`src/rtl/simple_cpu_v2.sv`:
```
`default_nettype none
// ============================================================================
// Module   : simple_cpu_v2
// Purpose  : Parametrised accumulator CPU with multi-channel valid/ready I/O,
//            carry flag, carry/zero branches and a hardware CALL/RET stack.
//            Fetches from an external combinational instruction ROM and
//            retires one instruction per cycle unless an I/O stall holds it.
// Ports    : clk, rst_n (synchronous, active low)
//            imem_addr / imem_data     instruction fetch (same-cycle data)
//            io_in / io_in_valid / io_in_ready      input channels
//            io_out / io_out_valid / io_out_ready   registered output channels
//            program_counter, carry, stack_err      architectural status
//            halted (only with SIMPLE_CPU_V2_HALT_EN defined)
// Options  : SIMPLE_CPU_V2_HALT_EN - opcode 20 becomes HLT and adds 'halted';
//            undefined, opcode 20 executes as NOP.
// Revision : 1.0 - initial release
// ============================================================================
module simple_cpu_v2 #(
    parameter int DATA_WIDTH     = 8,
    parameter int PC_WIDTH       = 8,
    parameter int ARGUMENT_WIDTH = 8,
    parameter int REGFILE_DEPTH  = 16,
    parameter int IO_CHANNELS    = 4,
    parameter int STACK_DEPTH    = 4
) (
    input  logic                              clk,
    input  logic                              rst_n,
    output logic [PC_WIDTH-1:0]               imem_addr,
    input  logic [ARGUMENT_WIDTH+4:0]         imem_data,
    input  logic [IO_CHANNELS*DATA_WIDTH-1:0] io_in,
    input  logic [IO_CHANNELS-1:0]            io_in_valid,
    output logic [IO_CHANNELS-1:0]            io_in_ready,
    output logic [IO_CHANNELS*DATA_WIDTH-1:0] io_out,
    output logic [IO_CHANNELS-1:0]            io_out_valid,
    input  logic [IO_CHANNELS-1:0]            io_out_ready,
    output logic [PC_WIDTH-1:0]               program_counter,
    output logic                              carry,
    output logic                              stack_err
`ifdef SIMPLE_CPU_V2_HALT_EN
    ,
    output logic                              halted
`endif
);

    localparam int RF_IDX_W  = $clog2(REGFILE_DEPTH);
    localparam int CH_W      = $clog2(IO_CHANNELS);
    localparam int SP_W      = $clog2(STACK_DEPTH + 1);
    localparam int STK_IDX_W = (STACK_DEPTH > 1) ? $clog2(STACK_DEPTH) : 1;
    localparam logic [SP_W-1:0] C_SP_FULL = SP_W'(STACK_DEPTH);

    localparam logic [4:0] C_OP_LA   = 5'd1;
    localparam logic [4:0] C_OP_SA   = 5'd2;
    localparam logic [4:0] C_OP_LC   = 5'd3;
    localparam logic [4:0] C_OP_RIO  = 5'd4;
    localparam logic [4:0] C_OP_WIO  = 5'd5;
    localparam logic [4:0] C_OP_ADD  = 5'd6;
    localparam logic [4:0] C_OP_SUB  = 5'd7;
    localparam logic [4:0] C_OP_NOT  = 5'd8;
    localparam logic [4:0] C_OP_OR   = 5'd9;
    localparam logic [4:0] C_OP_XOR  = 5'd10;
    localparam logic [4:0] C_OP_AND  = 5'd11;
    localparam logic [4:0] C_OP_LSH  = 5'd12;
    localparam logic [4:0] C_OP_RSH  = 5'd13;
    localparam logic [4:0] C_OP_JMP  = 5'd14;
    localparam logic [4:0] C_OP_BZ   = 5'd15;
    localparam logic [4:0] C_OP_BNZ  = 5'd16;
    localparam logic [4:0] C_OP_BC   = 5'd17;
    localparam logic [4:0] C_OP_CALL = 5'd18;
    localparam logic [4:0] C_OP_RET  = 5'd19;
`ifdef SIMPLE_CPU_V2_HALT_EN
    localparam logic [4:0] C_OP_HLT  = 5'd20;
`endif

    // Architectural state
    logic [PC_WIDTH-1:0]   pc_q, pc_d;
    logic [DATA_WIDTH-1:0] acc_q, acc_d;
    logic                  carry_q, carry_d;
    logic [DATA_WIDTH-1:0] io_out_q [IO_CHANNELS];
    logic [DATA_WIDTH-1:0] io_out_d [IO_CHANNELS];
    logic [IO_CHANNELS-1:0] io_out_valid_q, io_out_valid_d;
    logic [SP_W-1:0]       sp_q, sp_d;
    logic                  stack_err_q, stack_err_d;

    // Storage without reset
    logic [DATA_WIDTH-1:0] regfile   [REGFILE_DEPTH];
    logic [PC_WIDTH-1:0]   stack_mem [STACK_DEPTH];

    // Decode
    logic [4:0]                w_opcode;
    logic [ARGUMENT_WIDTH-1:0] w_arg;
    logic [PC_WIDTH-1:0]       w_target;
    logic [RF_IDX_W-1:0]       w_reg_idx;
    logic [CH_W-1:0]           w_ch;
    logic [DATA_WIDTH-1:0]     w_reg_val;
    logic [DATA_WIDTH-1:0]     w_lc_val;
    logic [DATA_WIDTH-1:0]     w_in_words [IO_CHANNELS];
    logic [PC_WIDTH-1:0]       w_pc_inc;
    logic [SP_W-1:0]           w_sp_dec;
    logic                      w_frozen;
    logic                      rf_we;
    logic                      push_we;

    assign w_opcode  = imem_data[ARGUMENT_WIDTH +: 5];
    assign w_arg     = imem_data[ARGUMENT_WIDTH-1:0];
    assign w_target  = w_arg[PC_WIDTH-1:0];
    assign w_reg_idx = w_arg[RF_IDX_W-1:0];
    assign w_ch      = w_arg[CH_W-1:0];
    assign w_reg_val = regfile[w_reg_idx];
    assign w_pc_inc  = pc_q + PC_WIDTH'(1);
    assign w_sp_dec  = sp_q - SP_W'(1);

    generate
        if (ARGUMENT_WIDTH >= DATA_WIDTH) begin : g_lc_trunc
            assign w_lc_val = w_arg[DATA_WIDTH-1:0];
        end else begin : g_lc_ext
            assign w_lc_val = {{(DATA_WIDTH-ARGUMENT_WIDTH){1'b0}}, w_arg};
        end
    endgenerate

    generate
        for (genvar c = 0; c < IO_CHANNELS; c++) begin : g_io_pack
            assign w_in_words[c]                      = io_in[c*DATA_WIDTH +: DATA_WIDTH];
            assign io_out[c*DATA_WIDTH +: DATA_WIDTH] = io_out_q[c];
        end
    endgenerate

`ifdef SIMPLE_CPU_V2_HALT_EN
    logic halted_q, halted_d;
    assign w_frozen = halted_q;
    assign halted   = halted_q;
`else
    assign w_frozen = 1'b0;
`endif

    always_comb begin
        pc_d           = w_pc_inc;
        acc_d          = acc_q;
        carry_d        = carry_q;
        io_out_d       = io_out_q;
        sp_d           = sp_q;
        stack_err_d    = stack_err_q;
        rf_we          = 1'b0;
        push_we        = 1'b0;
        io_in_ready    = '0;
`ifdef SIMPLE_CPU_V2_HALT_EN
        halted_d       = halted_q;
`endif
        // Accepted output words drain regardless of what executes; a WIO to
        // the same channel below re-asserts valid, so reload wins.
        io_out_valid_d = io_out_valid_q & ~io_out_ready;

        case (w_opcode)
            C_OP_LA:  acc_d = w_reg_val;
            C_OP_SA:  rf_we = 1'b1;
            C_OP_LC:  acc_d = w_lc_val;
            C_OP_RIO: begin
                if (io_in_valid[w_ch]) begin
                    acc_d             = w_in_words[w_ch];
                    io_in_ready[w_ch] = 1'b1;
                end else begin
                    pc_d = pc_q;
                end
            end
            C_OP_WIO: begin
                if (io_out_valid_q[w_ch] && !io_out_ready[w_ch]) begin
                    pc_d = pc_q;
                end else begin
                    io_out_d[w_ch]       = acc_q;
                    io_out_valid_d[w_ch] = 1'b1;
                end
            end
            C_OP_ADD: {carry_d, acc_d} = {1'b0, acc_q} + {1'b0, w_reg_val};
            // Bit DATA_WIDTH of the extended difference is the borrow.
            C_OP_SUB: {carry_d, acc_d} = {1'b0, acc_q} - {1'b0, w_reg_val};
            C_OP_NOT: acc_d = ~acc_q;
            C_OP_OR:  acc_d = acc_q | w_reg_val;
            C_OP_XOR: acc_d = acc_q ^ w_reg_val;
            C_OP_AND: acc_d = acc_q & w_reg_val;
            C_OP_LSH: begin
                carry_d = acc_q[DATA_WIDTH-1];
                acc_d   = {acc_q[DATA_WIDTH-2:0], 1'b0};
            end
            C_OP_RSH: begin
                carry_d = acc_q[0];
                acc_d   = {1'b0, acc_q[DATA_WIDTH-1:1]};
            end
            C_OP_JMP: pc_d = w_target;
            C_OP_BZ:  if (acc_q == '0) pc_d = w_target;
            C_OP_BNZ: if (acc_q != '0) pc_d = w_target;
            C_OP_BC:  if (carry_q)     pc_d = w_target;
            C_OP_CALL: begin
                if (sp_q != C_SP_FULL) begin
                    push_we = 1'b1;
                    sp_d    = sp_q + SP_W'(1);
                    pc_d    = w_target;
                end else begin
                    stack_err_d = 1'b1;
                end
            end
            C_OP_RET: begin
                if (sp_q != '0) begin
                    sp_d = w_sp_dec;
                    pc_d = stack_mem[w_sp_dec[STK_IDX_W-1:0]];
                end else begin
                    stack_err_d = 1'b1;
                end
            end
`ifdef SIMPLE_CPU_V2_HALT_EN
            C_OP_HLT: begin
                pc_d     = pc_q;
                halted_d = 1'b1;
            end
`endif
            default: ;
        endcase

        // Once halted nothing moves until reset.
        if (w_frozen) begin
            pc_d           = pc_q;
            acc_d          = acc_q;
            carry_d        = carry_q;
            io_out_d       = io_out_q;
            io_out_valid_d = io_out_valid_q;
            sp_d           = sp_q;
            stack_err_d    = stack_err_q;
            rf_we          = 1'b0;
            push_we        = 1'b0;
            io_in_ready    = '0;
        end

        // A word offered during reset must not be consumed.
        if (!rst_n) begin
            io_in_ready = '0;
            rf_we       = 1'b0;
            push_we     = 1'b0;
        end
    end

    always_ff @(posedge clk) begin
        if (!rst_n) begin
            pc_q           <= '0;
            acc_q          <= '0;
            carry_q        <= 1'b0;
            io_out_q       <= '{default: '0};
            io_out_valid_q <= '0;
            sp_q           <= '0;
            stack_err_q    <= 1'b0;
`ifdef SIMPLE_CPU_V2_HALT_EN
            halted_q       <= 1'b0;
`endif
        end else begin
            pc_q           <= pc_d;
            acc_q          <= acc_d;
            carry_q        <= carry_d;
            io_out_q       <= io_out_d;
            io_out_valid_q <= io_out_valid_d;
            sp_q           <= sp_d;
            stack_err_q    <= stack_err_d;
`ifdef SIMPLE_CPU_V2_HALT_EN
            halted_q       <= halted_d;
`endif
        end
    end

    always_ff @(posedge clk) begin
        if (rf_we) begin
            regfile[w_reg_idx] <= acc_q;
        end
        if (push_we) begin
            stack_mem[sp_q[STK_IDX_W-1:0]] <= w_pc_inc;
        end
    end

    assign imem_addr       = pc_q;
    assign program_counter = pc_q;
    assign carry           = carry_q;
    assign stack_err       = stack_err_q;
    assign io_out_valid    = io_out_valid_q;

endmodule
`default_nettype wire
```
`config.mk`:
```
export PLATFORM = sky130hd
export DESIGN_NAME = simple_cpu_v2
export DESIGN_NICKNAME = d
export VERILOG_FILES = /design/src/rtl/simple_cpu_v2.sv
export SDC_FILE = /design/constraint.sdc
export NUM_CORES = 1
export LEC_CHECK = 0
export ABC_CLOCK_PERIOD_IN_PS = 4350
export BUFFER_PORTS_ARGS = -buffer_cell sky130_fd_sc_hd__buf_2
export CAP_MARGIN = 5
export CORE_MARGIN = 3
export CORE_UTILIZATION = 50
export DETAILED_ROUTE_END_ITERATION = 10
export GPL_TIMING_DRIVEN = 0
export PLACE_DENSITY = 0.78
export SETUP_SLACK_MARGIN = 0.4
export SYNTH_ARGS = -nofsm -noshare
export SYNTH_HDL_FRONTEND = slang
export SYNTH_SLANG_ARGS = --single-unit
```
`constraint.sdc`:
```
create_clock -name clk -period 4.35 [get_ports clk]
set_clock_uncertainty 0.15 [all_clocks]
set_input_delay 0.435 -clock clk [delete_from_list [all_inputs] [get_ports clk]]
set_output_delay 0.435 -clock clk [all_outputs]
set_load 0.1 [all_outputs]
```
==> impl_metrics.env <==
export IMPL_setup_viol=0
export IMPL_core_um2=21100
export IMPL_post_route_period_util_pct=88.2
export IMPL_pwr_share_comb_pct=13.4
export IMPL_dp_cells=1203
export IMPL_die_width_um=153
export IMPL_wl_per_cell_um=24.1
export IMPL_rsz0062_at_grt="false"
export IMPL_netlist_area_um2=10800
export IMPL_synth_area_top_cells="edfxtp_1, mux4_2, dfxtp_1, ha_1, mux2i_1"
export IMPL_post_route_cell_area_um2=12500
export IMPL_cts_buffers=22
export IMPL_fillers=1681
export IMPL_clockRootBuffer="clkbuf_16"
export IMPL_drt_pass1_iter_count=8
export IMPL_routabilityCongestion=1.02
export IMPL_regArea_um2=5950
export IMPL_hold_violations=0
export IMPL_cp_required_ns=4.60
export IMPL_p_switching_uw=1300
export IMPL_r2r_slack_ns=0.87
export IMPL_power_total_uw=4910
export IMPL_critPathKind="input pin to register"
export IMPL_clkLatencyLatePin_ns=0.53
export IMPL_ys_top_cells_by_count="edfxtp_1, nor2_1, dfxtp_1"
export IMPL_status="finished clean"
export IMPL_layout_nets=1043
export IMPL_ios=113
export IMPL_ir_worst_vdd_mv=0.317
export IMPL_drive_gt1_share_pct=26.8
export IMPL_startpoint_type="input pin"
export IMPL_switching_share_pct=26.4
export IMPL_fin_crit_ns=3.84
export IMPL_routed_via_density=6.32
export IMPL_yosys_area_top_type="edfxtp_1"
export IMPL_clock_fmax_ghz=0.261
export IMPL_die_y_um=153
export IMPL_crit_path_end_kind="register"
export IMPL_crit_fanout=10
export IMPL_grt_util_all_layers_pct=25.0
export IMPL_p_clk_share_pct=39.5
export IMPL_worstMarginPinSlew_ns=1.36
export IMPL_seqPwrFrac_pct=47.1
export IMPL_drc_errors=0
export IMPL_async_flop_share_pct=0
export IMPL_syn_nets=909
export IMPL_synth_edff_count=160
export IMPL_drt_initial_drc_count=1109
export IMPL_yosysTopAreaCellShare_pct=44.6
export IMPL_clk_pin_slew_ns=0.07
export IMPL_synth_seq_cells=217
export IMPL_powerDensity_nw_per_um2=394
export IMPL_initial_core_util_pct=51.1
export IMPL_syn_inst=820
export IMPL_grt_ovfl_total=0
export IMPL_hold_class="input pin to register"
export IMPL_grt_pass1_vias=7604
export IMPL_grt_max_degree=27
export IMPL_cts_tree="built"
export IMPL_drv_cap=0
export IMPL_clockBufferDepth=3
export IMPL_crit_arrival_ns=4.08
export IMPL_ant_nets=0
export IMPL_seq_area_frac_synth_pct=55.2
export IMPL_yosysUniqueCellTypes=75
export IMPL_preCtsSetupSlack_ns=-0.636
export IMPL_die_area_um2=23300
export IMPL_row_count=53
export IMPL_worst_slack_ns=0.513
export IMPL_p_leak_uw=0.00457
export IMPL_slew_viol_final=0
export IMPL_yosys_warnings=0
export IMPL_placed_area_um2=11700
export IMPL_cts_htree_levels=1
export IMPL_synthFlopType="edfxtp_1"
export IMPL_intPower_uw=3620
export IMPL_placement_io_buffers=108
export IMPL_max_slew_margin_pct=8.61
export IMPL_synthToLayoutAreaGrowth_pct=15.7
export IMPL_yosysMostFrequentCell="edfxtp_1"
export IMPL_multi_input_area_um2=4380
export IMPL_clock_sinks=217
export IMPL_grt_pass1_wl_um=45400
export IMPL_fin_worst_hold_slack_ns=0.0739
export IMPL_via_count=7871
export IMPL_n_antenna_cell=0
export IMPL_antenna_found_initial=0
export IMPL_wirelength_um=30100
export IMPL_hpwl_um=20800
export IMPL_syn_avg_cell_area_um2=13.1
export IMPL_fin_cells=1245
==> cell families (layout without fill, tap and decap cells) <==
logic type	Yosys count	count (layout)	synth area share, %
and+or+nand+nor	218	218	10.3
buffers and inverters	96	246	4.32
muxes	93	93	14.6
AOI/OAI and AO/OA	148	148	10.3
adders and majority gates	34	34	4.09
DFF	217	217	55.2
xor gates and xnor gates	14	14	1.14
==> power groups by stage <==
| stage | clock network, uW | registers (uW) | logic, uW |
|---|---|---|---|
| after floorplan | 0 | 2380 | 411 |
| after global placement | 0 | 2360 | 632 |
| after detailed placement | 0 | 2360 | 635 |
| after CTS | 1950 | 2310 | 642 |
| after global routing | 2030 | 2320 | 697 |
| final | 1940 | 2310 | 656 |
==> final timing paths <==
check                        from              end  cells after the start
setup / recovery     imem_data[2]         acc_q[3]                     14
hold / removal    io_out_ready[0]  io_out_valid[0]                      4
setup reg to reg    regfile[7][6]            carry                     10
hold reg to reg        io_out[31]       io_out[31]                      2
==> sequential cells by signal, indices dropped and copies added, names as in the netlist, 3 cells and up <==
signal        flops
acc_q             8
imem_addr         8
io_out           32
io_out_valid      4
regfile         128
sp_q              3
stack_mem        32
==> stage by stage <==
| stage | setup TNS (ns) | utilization (%) |
|---|---|---|
| floorplan | 0 | - |
| global placement | -2.77 | 55.3 |
| detailed placement | -2.79 | 55.3 |
| CTS | 0 | 58.9 |
| global route | 0 | 59.1 |
| finish | 0 | 59.1 |
==> worst max-delay path, stage by stage <==
cell and delay [ns]:
clkbuf_1 0.43, buf_1 0.57, mux4_2 0.41, mux2i_1 0.17
nand2_1 0.13, o21ai_2 0.19, ha_1 0.30, clkbuf_2 0.21
mux2i_1 0.22, nor3_1 0.08, a311o_1 0.33, a221o_1 0.26
nor3_1 0.22, o32ai_1 0.12
==> layer usage <==
metal | global-route usage [%] | vias up | share of wire [%]
li1 | - | 3413 | -
met1 | 35.7 | 3825 | 40
met2 | 38.3 | 534 | 45
met3 | 6.05 | 99 | 11
met4 | 7.89 | 0 | 3.2
met5 | 0 | - | 0
==> layout by cell type (no fill, tap or decap), drive strengths merged, types with 12 or more instances in the layout <==
cell	count
a211oi	12
a21oi	26
a221oi	15
buf	147
clkbuf	55
dfxtp	57
edfxtp	160
ha	32
inv	34
mux2i	38
mux4	51
nand2	42
nand3	16
nor2	72
nor2b	12
nor3	18
o21ai	25
==> cell type report <==
cell class | count | area share, %
Tap cell | 275 | 2.76
Inverter | 34 | 1.02
Buffer | 62 | 2.79
Sequential cell | 217 | 47.7
Clock inverter | 10 | 1.09
Timing Repair Buffer | 110 | 4.46
Clock buffer | 30 | 5.00
Multi-Input combinational cell | 507 | 35.1
==> timing repair <==
item                       4_1_cts  5_1_grt
gates cloned                     0        0
hold buffers                     0        0
gates resized for setup          5        3
setup buffers                    0        0
setup endpoints to repair        6        5
Note: power is estimated with default switching activity, not from simulation.
